## config.mk

```make
export PLATFORM = sky130hd
export DESIGN_NAME = ex_div_seq
export DESIGN_NICKNAME = d
export VERILOG_FILES = /design/src/rtl/ex_div_seq.sv
export SDC_FILE = /design/constraint.sdc
export NUM_CORES = 1
export LEC_CHECK = 0
export CAP_MARGIN = 20
export CORE_ASPECT_RATIO = 1.2
export CORE_MARGIN = 2
export CORE_UTILIZATION = 40
export DETAILED_ROUTE_END_ITERATION = 12
export SKIP_CTS_REPAIR_TIMING = 1
export SYNTH_ARGS = -nofsm -noshare
export SYNTH_HDL_FRONTEND = slang
export SYNTH_SLANG_ARGS = --single-unit
```

## constraint.sdc

```tcl
create_clock -name i_clk -period 6.1 [get_ports i_clk]
set_clock_uncertainty 0.15 [all_clocks]
set_input_delay 1.22 -clock i_clk [delete_from_list [all_inputs] [get_ports i_clk]]
set_output_delay 1.22 -clock i_clk [all_outputs]
set_load 0.05 [all_outputs]
```

## src/rtl/ex_div_seq.sv

```systemverilog
// Multi-cycle RV32M divide/remainder sequencer beside EX: restoring shift-subtract,
// one quotient bit per cycle, optional single-cycle resolution of divide-by-zero/overflow.
module ex_div_seq #(
  parameter int XLEN         = 32,
  parameter bit FAST_SPECIAL = 1'b1
) (
  input  logic            i_clk,
  input  logic            i_rst_n,
  input  logic            i_start,
  input  logic [2:0]      i_funct3,
  input  logic [XLEN-1:0] i_op1,
  input  logic [XLEN-1:0] i_op2,
  input  logic            i_flush,
  output logic            o_busy,
  output logic            o_done,
  output logic [XLEN-1:0] o_result
);

  localparam int              CW       = $clog2(XLEN) + 1;
  localparam logic [CW-1:0]   LAST_IT  = CW'(XLEN - 1);
  localparam logic [XLEN-1:0] MIN_NEG  = {1'b1, {(XLEN-1){1'b0}}};

  typedef enum logic [1:0] {IDLE, CALC, DONE} state_t;

  state_t          state;
  logic            done_q;
  logic [XLEN:0]   rem_q;
  logic [XLEN-1:0] quo_q;
  logic [XLEN-1:0] dvsr_q;
  logic [CW-1:0]   cnt_q;
  logic            is_rem_q;
  logic            neg_quo_q;
  logic            neg_rem_q;
  logic            div_zero_q;

  // Decode of the operation presented in IDLE.
  logic            accept;
  logic            in_signed;
  logic            in_zero;
  logic            in_ovf;
  logic            op1_neg;
  logic            op2_neg;
  logic [XLEN-1:0] op1_mag;
  logic [XLEN-1:0] op2_mag;
  logic [XLEN-1:0] special_res;

  assign accept      = (state == IDLE) && i_start && !i_flush;
  assign in_signed   = !i_funct3[0];
  assign in_zero     = (i_op2 == '0);
  assign in_ovf      = in_signed && (i_op1 == MIN_NEG) && (i_op2 == '1);
  assign op1_neg     = in_signed && i_op1[XLEN-1];
  assign op2_neg     = in_signed && i_op2[XLEN-1];
  assign op1_mag     = op1_neg ? -i_op1 : i_op1;
  assign op2_mag     = op2_neg ? -i_op2 : i_op2;
  assign special_res = i_funct3[1] ? (in_zero ? i_op1 : '0)
                                   : (in_zero ? '1 : MIN_NEG);

  // One restoring step: shift in the next dividend bit, keep the difference if non-negative.
  logic [XLEN:0]   shifted;
  logic [XLEN:0]   diff;
  logic            q_bit;
  logic [XLEN:0]   rem_next;
  logic [XLEN-1:0] quo_next;
  logic [XLEN-1:0] quo_fix;
  logic [XLEN-1:0] rem_fix;
  logic [XLEN-1:0] calc_res;

  assign shifted  = {rem_q[XLEN-1:0], quo_q[XLEN-1]};
  assign diff     = shifted - {1'b0, dvsr_q};
  assign q_bit    = !diff[XLEN];
  assign rem_next = q_bit ? diff : shifted;
  assign quo_next = {quo_q[XLEN-2:0], q_bit};

  // Divide-by-zero iterates to |op1| remainder naturally; only the quotient needs forcing.
  assign quo_fix  = div_zero_q ? '1 : (neg_quo_q ? -quo_next : quo_next);
  assign rem_fix  = neg_rem_q ? -rem_next[XLEN-1:0] : rem_next[XLEN-1:0];
  assign calc_res = is_rem_q ? rem_fix : quo_fix;

  assign o_busy = accept || (state == CALC);
  assign o_done = done_q && !i_flush;

  // NOTE: datapath registers are not reset; they are only read in CALC, which always follows a load.
  always_ff @(posedge i_clk) begin
    if (accept) begin
      rem_q      <= '0;
      quo_q      <= op1_mag;
      dvsr_q     <= op2_mag;
      cnt_q      <= '0;
      is_rem_q   <= i_funct3[1];
      neg_quo_q  <= op1_neg ^ op2_neg;
      neg_rem_q  <= op1_neg;
      div_zero_q <= in_zero;
    end else if (state == CALC) begin
      rem_q <= rem_next;
      quo_q <= quo_next;
      cnt_q <= cnt_q + 1'b1;
    end
  end

  always_ff @(posedge i_clk) begin
    if (!i_rst_n) begin
      state    <= IDLE;
      done_q   <= 1'b0;
      o_result <= '0;
    end else begin
      done_q <= 1'b0;
      case (state)
        IDLE: begin
          if (accept) begin
            if (FAST_SPECIAL && (in_zero || in_ovf)) begin
              state    <= DONE;
              done_q   <= 1'b1;
              o_result <= special_res;
            end else begin
              state <= CALC;
            end
          end
        end
        CALC: begin
          if (i_flush) begin
            state <= IDLE;
          end else if (cnt_q == LAST_IT) begin
            state    <= DONE;
            done_q   <= 1'b1;
            o_result <= calc_res;
          end
        end
        DONE:    state <= IDLE;
        default: state <= IDLE;
      endcase
    end
  end

  // funct3[2] is always set when decode raises i_start; the remainder MSB never leaves zero.
  logic unused;
  assign unused = ^{i_funct3[2], rem_q[XLEN]};

endmodule

```

==> After elaboration in Yosys (flattened, before gate mapping) <==
Cells that the tools add are included.
{ "classes": {"bitwise_logic": 1, "muxes": 27, "eq_ne": 9, "n_reduce_logical": 18, "n_addsub": 6} }
{ "ops": {"columns": ["op", "n"], "rows": [
  ["$mux 32", 15],
  ["$neg 32->32", 4],
  ["$eq 32x32->1 const B", 2],
  ["$pmux 32 s2", 1],
  ["$sub 33x32->33", 1],
  ["$logic_not 32->1", 1],
  ["$mux 31", 1],
  ["$mux 2", 4],
  ["$logic_and 1x1->1", 7],
  ["$add 6x1->6 const B", 1],
  ["$eq 6x5->1 const B", 1],
  ["$reduce_and 5->1", 1],
  ["$mux 1", 4],
  ["$ne 2x1->1 const B", 2],
  ["$ne 2x2->1 const B", 2],
  ["$pmux 2 s2", 1],
  ["$reduce_bool 2->1", 2],
  ["$logic_not 1->1", 3],
  ["$ne 3x2->1 const B", 1],
  ["$eq 2x1->1 const B", 1],
  ["$logic_not 2->1", 1],
  ["$logic_or 1x1->1", 2],
  ["$pmux 1 s2", 1],
  ["$reduce_and 2->1", 1],
  ["$xor 1x1->1", 1]
]} }
{ "word_totals": {"out_inout_bits": 34, "in_bits": 71, "ff_bits": 141} }

==> Longest topological paths before layout <==
Gate-level depths: netlist (run 1).
{ "depth": {"word_depth": 9, "mapped_depth": 24, "depth_no_buf": 22} }

==> Worst setup path before layout (run 1) <==
Ideal clock, no wire load.
{ "synth_path": {"path_type": "reg-to-reg", "start": "register quo_q[31]", "end": "register o_result[30]", "path_slack_ns": 0.737, "required_time_ns": 5.833, "t_arrival_ns": 5.096, "path_stages_with_launch": 24, "setup_time_ns": 0.117, "cell_sequence": "edfxtp_1 inv_1 ha_1 fa_1 and2b_1 o2111a_1 o21ai_2 a211oi_2 o21a_1 nor2_2 buf_4 buf_4 buf_2 o21ai_0 ha_1 inv_1 or4b_2 a21oi_1 a41oi_1 a211o_1 o41a_1 xnor2_1 a41oi_1 nor2_1"} }
{ "synth_between": {"elab_chain_len": 9, "elab_cells_between_ends": 12, "cone_classes": "add/sub (3); mux (8); reduce/logical (1)"} }
{ "synth_lines": {"columns": ["element", "line", "source"], "rows": [
  ["start: declaration", "28", "logic [XLEN-1:0] quo_q;"],
  ["start signal: assignment", "86", "quo_q <= op1_mag;"],
  ["start signal: assignment", "95", "quo_q <= quo_next;"],
  ["$sub 33x32->33", "69", "assign diff = shifted - {1'b0, dvsr_q};"],
  ["$logic_not 1->1", "70", "assign q_bit = !diff[XLEN];"],
  ["$neg 32->32", "75", "assign quo_fix = div_zero_q ? '1 : (neg_quo_q ? -quo_next : quo_next);"],
  ["$mux 32 (2 in a row)", "75", null],
  ["$mux 32 *", "77", "assign calc_res = is_rem_q ? rem_fix : quo_fix;"],
  ["$mux 32 *", "122", "end else if (cnt_q == LAST_IT) begin"],
  ["$mux 32 *", "120", "if (i_flush) begin"],
  ["$pmux 32 s2 *", "107", "case (state)"],
  ["end signal: assignment", "113", "o_result <= special_res;"],
  ["end signal: assignment", "125", "o_result <= calc_res;"],
  ["end: declaration", "16", "output logic [XLEN-1:0] o_result"]
]} }
Mark *: on every way between the ends. The rest lies on a longest branch, timed or not. The select of a mux whose other input is x is not followed.
A chain may end at the register's enable or synchronous reset.

==> Worst setup path in the final report (run 1) <==
Ends and elaborated chain as after synthesis.

==> metrics.yaml, run 1 <==
status: "completed"
stdcell_count: 1881
port_buffers: 103
drc: 0
path_clk_slew_ns: 0.06
pre_cts_slack_ns: 0.374
drive_gt1_share_pct: 6.79
tightest_slew_ns: 1.05
fin_tns_setup_ns: 0
yosysWarningCount: 0
die_w_um: 157
yosysUniqueCellTypes: 87
path_cells: "inv_1, ha_1, fa_1, and2b_1, o2111a_1, o21ai_2, a211oi_4, o21a_1, nor2_4, buf_12, o21ai_0, ha_1, inv_1, or4b_2, a21oi_1, a41oi_1, a211o_1, o41a_1, xnor2_1, a41oi_1, nor2_1"
place_congestion: 0.945
io_pins: 105
dieArea_sq_mm: 0.0295
vias: 10700
diodes: 0
max_slew_margin_pct: 29.8
p_total_mw: 3.04
place_area_sq_mm: 0.0126
critPathMaxStageDelay_ns: 0.68
wl_met2_um: 15800
path_buf_inv: 3
wl_met1_um: 15700
final_common_cell: "o21ai_0"
setup-violations-final: 0
fin_util_pct: 47.6
coreArea_sq_mm: 0.0278
start_util_pct: 40.5
synth_flop_cell: "dfxtp_1"
drt_iter0_markers: 723
insertion_delay_ns: 0.43
dpl.cell_count: 1847
cp_data_required_time_ns: 6.28
overflow: 0
post-route-period-util_pct: 92.8
routedWlPerCell_um: 18.1
die_h_um: 188
end_kind: "flop"
via_per_inst: 5.71
yosysSeqAreaShare_pct: 31.1
cap_viol_max_count: 0
synth.net_count: 1526
slowest_stage: "or4b_2"
final_cell_mix: "o21ai_0 (175), nand2_1 (150), nor2_1 (116)"
hold_viol: 0
nNetsFinal: 1599
wl_um: 34100
rows: 67
cts_buffer_depth: 2
fmax_ghz: 0.177
hp-class: "reg2reg"
fin_area_sq_mm: 0.0132
critical_path.max_fanout: 6
antenna_found_initial: 0
dp_hpwl_um: 25800
synth.ff_latch_count: 141
grt_max_degree: 68
irDropWorstVdd_uv: 125
area_growth_pct: 17.5
synth_edf_count: 68
top_layer: "met4"
slew_viol_final: 0
syn_inst: 1416
root_buffer: "clkbuf_16"
arrival_ns: 5.84
grt_pass1_wl_um: 54800
p_leak_nw: 4.76
worstSetupPathType: "reg2reg"
clkSinkCount: 141
ant_nets: 0
track_usage_pct: 23.5
cts_tree: "built"
htreeDepth: 4
whs_ns: 0.321
powerDensity_mw_per_mm2: 229
avgSynthCellArea_sq_um: 7.96
firstDrtPassIters: 5
first_global_vias: 10400
syn_area_sq_mm: 0.0113
start_kind: "flop"
layout_min_cycle_time_ns: 5.66
rsz0062_at_grt: "false"
postLayoutSetupSlackWorst_ns: 0.438
crit_family: "compound AO/OA/AOI/OAI gates"
async_reset_ff_share_pct: 0
route.met3.wl_um: 1770
cts_buffers: 17
[worst register-to-register path, cell delays in order (launching register included)]
cell and delay (ns):
edfxtp_1 0.40, inv_1 0.07, ha_1 0.23, fa_1 0.41, and2b_1 0.26, o2111a_1 0.23
o21ai_2 0.13, a211oi_4 0.34, o21a_1 0.27, nor2_4 0.08, buf_12 0.15, o21ai_0 0.25
ha_1 0.31, inv_1 0.13, or4b_2 0.68, a21oi_1 0.14, a41oi_1 0.10, a211o_1 0.39
o41a_1 0.44, xnor2_1 0.14, a41oi_1 0.21, nor2_1 0.05
[final timing paths]
check,startpoint,endpoint,slack [ns],cells after the start
hold / removal,o_result[18],o_result[18],0.32,2
hold reg to reg,o_result[18],o_result[18],0.32,2
setup / recovery,quo_q[31],o_result[30],0.44,21
setup reg to reg,quo_q[31],o_result[30],0.44,21
[sequential cells by signal (all words and copies together) (netlist names)]
| name | cells |
|---|---|
| o_result | 32 |
| cnt_q | 6 |
| neg_rem_q | 1 |
| neg_quo_q | 1 |
| done_q | 1 |
| is_rem_q | 1 |
| div_zero_q | 1 |
| dvsr_q | 32 |
| state | 2 |
| rem_q | 32 |
| quo_q | 32 |
[layer usage]
layer | up-vias | global-route usage (%)
met4 | 0 | 7.66
met2 | 303 | 38.5
met3 | 57 | 3.05
met1 | 5038 | 31.8
met5 | - | 0
li1 | 5346 | -
[Yosys cell counts, drive strengths merged, types with 6 or more instances]
cell type / instances / area (sq um)
a31oi: 23 / 144
buf: 32 / 188
o21a: 11 / 82.6
inv: 64 / 243
or3: 13 / 86.3
nor3: 47 / 265
a21o: 12 / 90.1
nor2: 118 / 445
or4: 14 / 113
a311oi: 14 / 123
nand4: 26 / 163
a21boi: 7 / 52.6
nor2b: 6 / 37.5
o211ai: 9 / 67.6
xor2: 84 / 736
and2: 6 / 37.5
mux2i: 21 / 210
nand3: 24 / 120
or2: 11 / 73.8
o41ai: 16 / 159
edfxtp: 68 / 2040
o31ai: 26 / 200
a211oi: 6 / 50.1
clkbuf: 44 / 166
o21ai: 184 / 925
ha: 38 / 475
a21oi: 110 / 569
nand2: 150 / 563
xnor2: 59 / 517
dfxtp: 73 / 1460
nand2b: 9 / 56.3
nor4: 26 / 196
[cells by family (layout without fill, tap and decap cells)]
kind of cell | Yosys count | count (layout) | synth area share, %
AOI/OAI and AO/OA | 464 | 464 | 25.7
xor gates and xnor gates | 143 | 143 | 11.1
adders and majority gates | 39 | 39 | 4.40
buffers and inverters | 140 | 226 | 5.30
DFF | 141 | 141 | 31.1
muxes | 24 | 24 | 2.16
and+or+nand+nor | 465 | 465 | 20.2
[layout make-up]
class	instances	area, sq um
Fill cell	2815	14600
Clock buffer	28	528
Tap cell	379	474
Clock inverter	4	51.3
Timing Repair Buffer	130	1240
Inverter	64	243
Sequential cell	141	3500
Multi-Input combinational cell	1135	7200
[where the power goes]
| part | switching, mW | internal (mW) | total (mW) |
|---|---|---|---|
| logic | 0.528 | 0.338 | 0.865 |
| registers | 0.0646 | 1.07 | 1.13 |
| clock network | 0.412 | 0.630 | 1.04 |
| total | 1.00 | 2.03 | 3.04 |
(Power assumes the default switching activity.)
==> inputs of run 2 (changes only) <==
--- a/config.mk
+++ b/config.mk
@@ -9,7 +9,9 @@
 export CORE_ASPECT_RATIO = 1.2
 export CORE_MARGIN = 2
 export CORE_UTILIZATION = 40
+export CTS_CLUSTER_DIAMETER = 80
 export DETAILED_ROUTE_END_ITERATION = 12
+export GPL_ROUTABILITY_DRIVEN = 1
 export SKIP_CTS_REPAIR_TIMING = 1
 export SYNTH_ARGS = -nofsm -noshare
 export SYNTH_HDL_FRONTEND = slang
==> results of run 2 <==
Final layout, timing and power as in run 1 (identical DEF).
==> inputs of run 3 (changes only) <==
--- a/config.mk
+++ b/config.mk
@@ -9,7 +9,6 @@
 export CORE_ASPECT_RATIO = 1.2
 export CORE_MARGIN = 2
 export CORE_UTILIZATION = 40
-export CTS_CLUSTER_DIAMETER = 80
 export DETAILED_ROUTE_END_ITERATION = 12
 export GPL_ROUTABILITY_DRIVEN = 1
 export SKIP_CTS_REPAIR_TIMING = 1
==> results of run 3 <==
Final layout, timing and power as in run 1 (identical DEF).
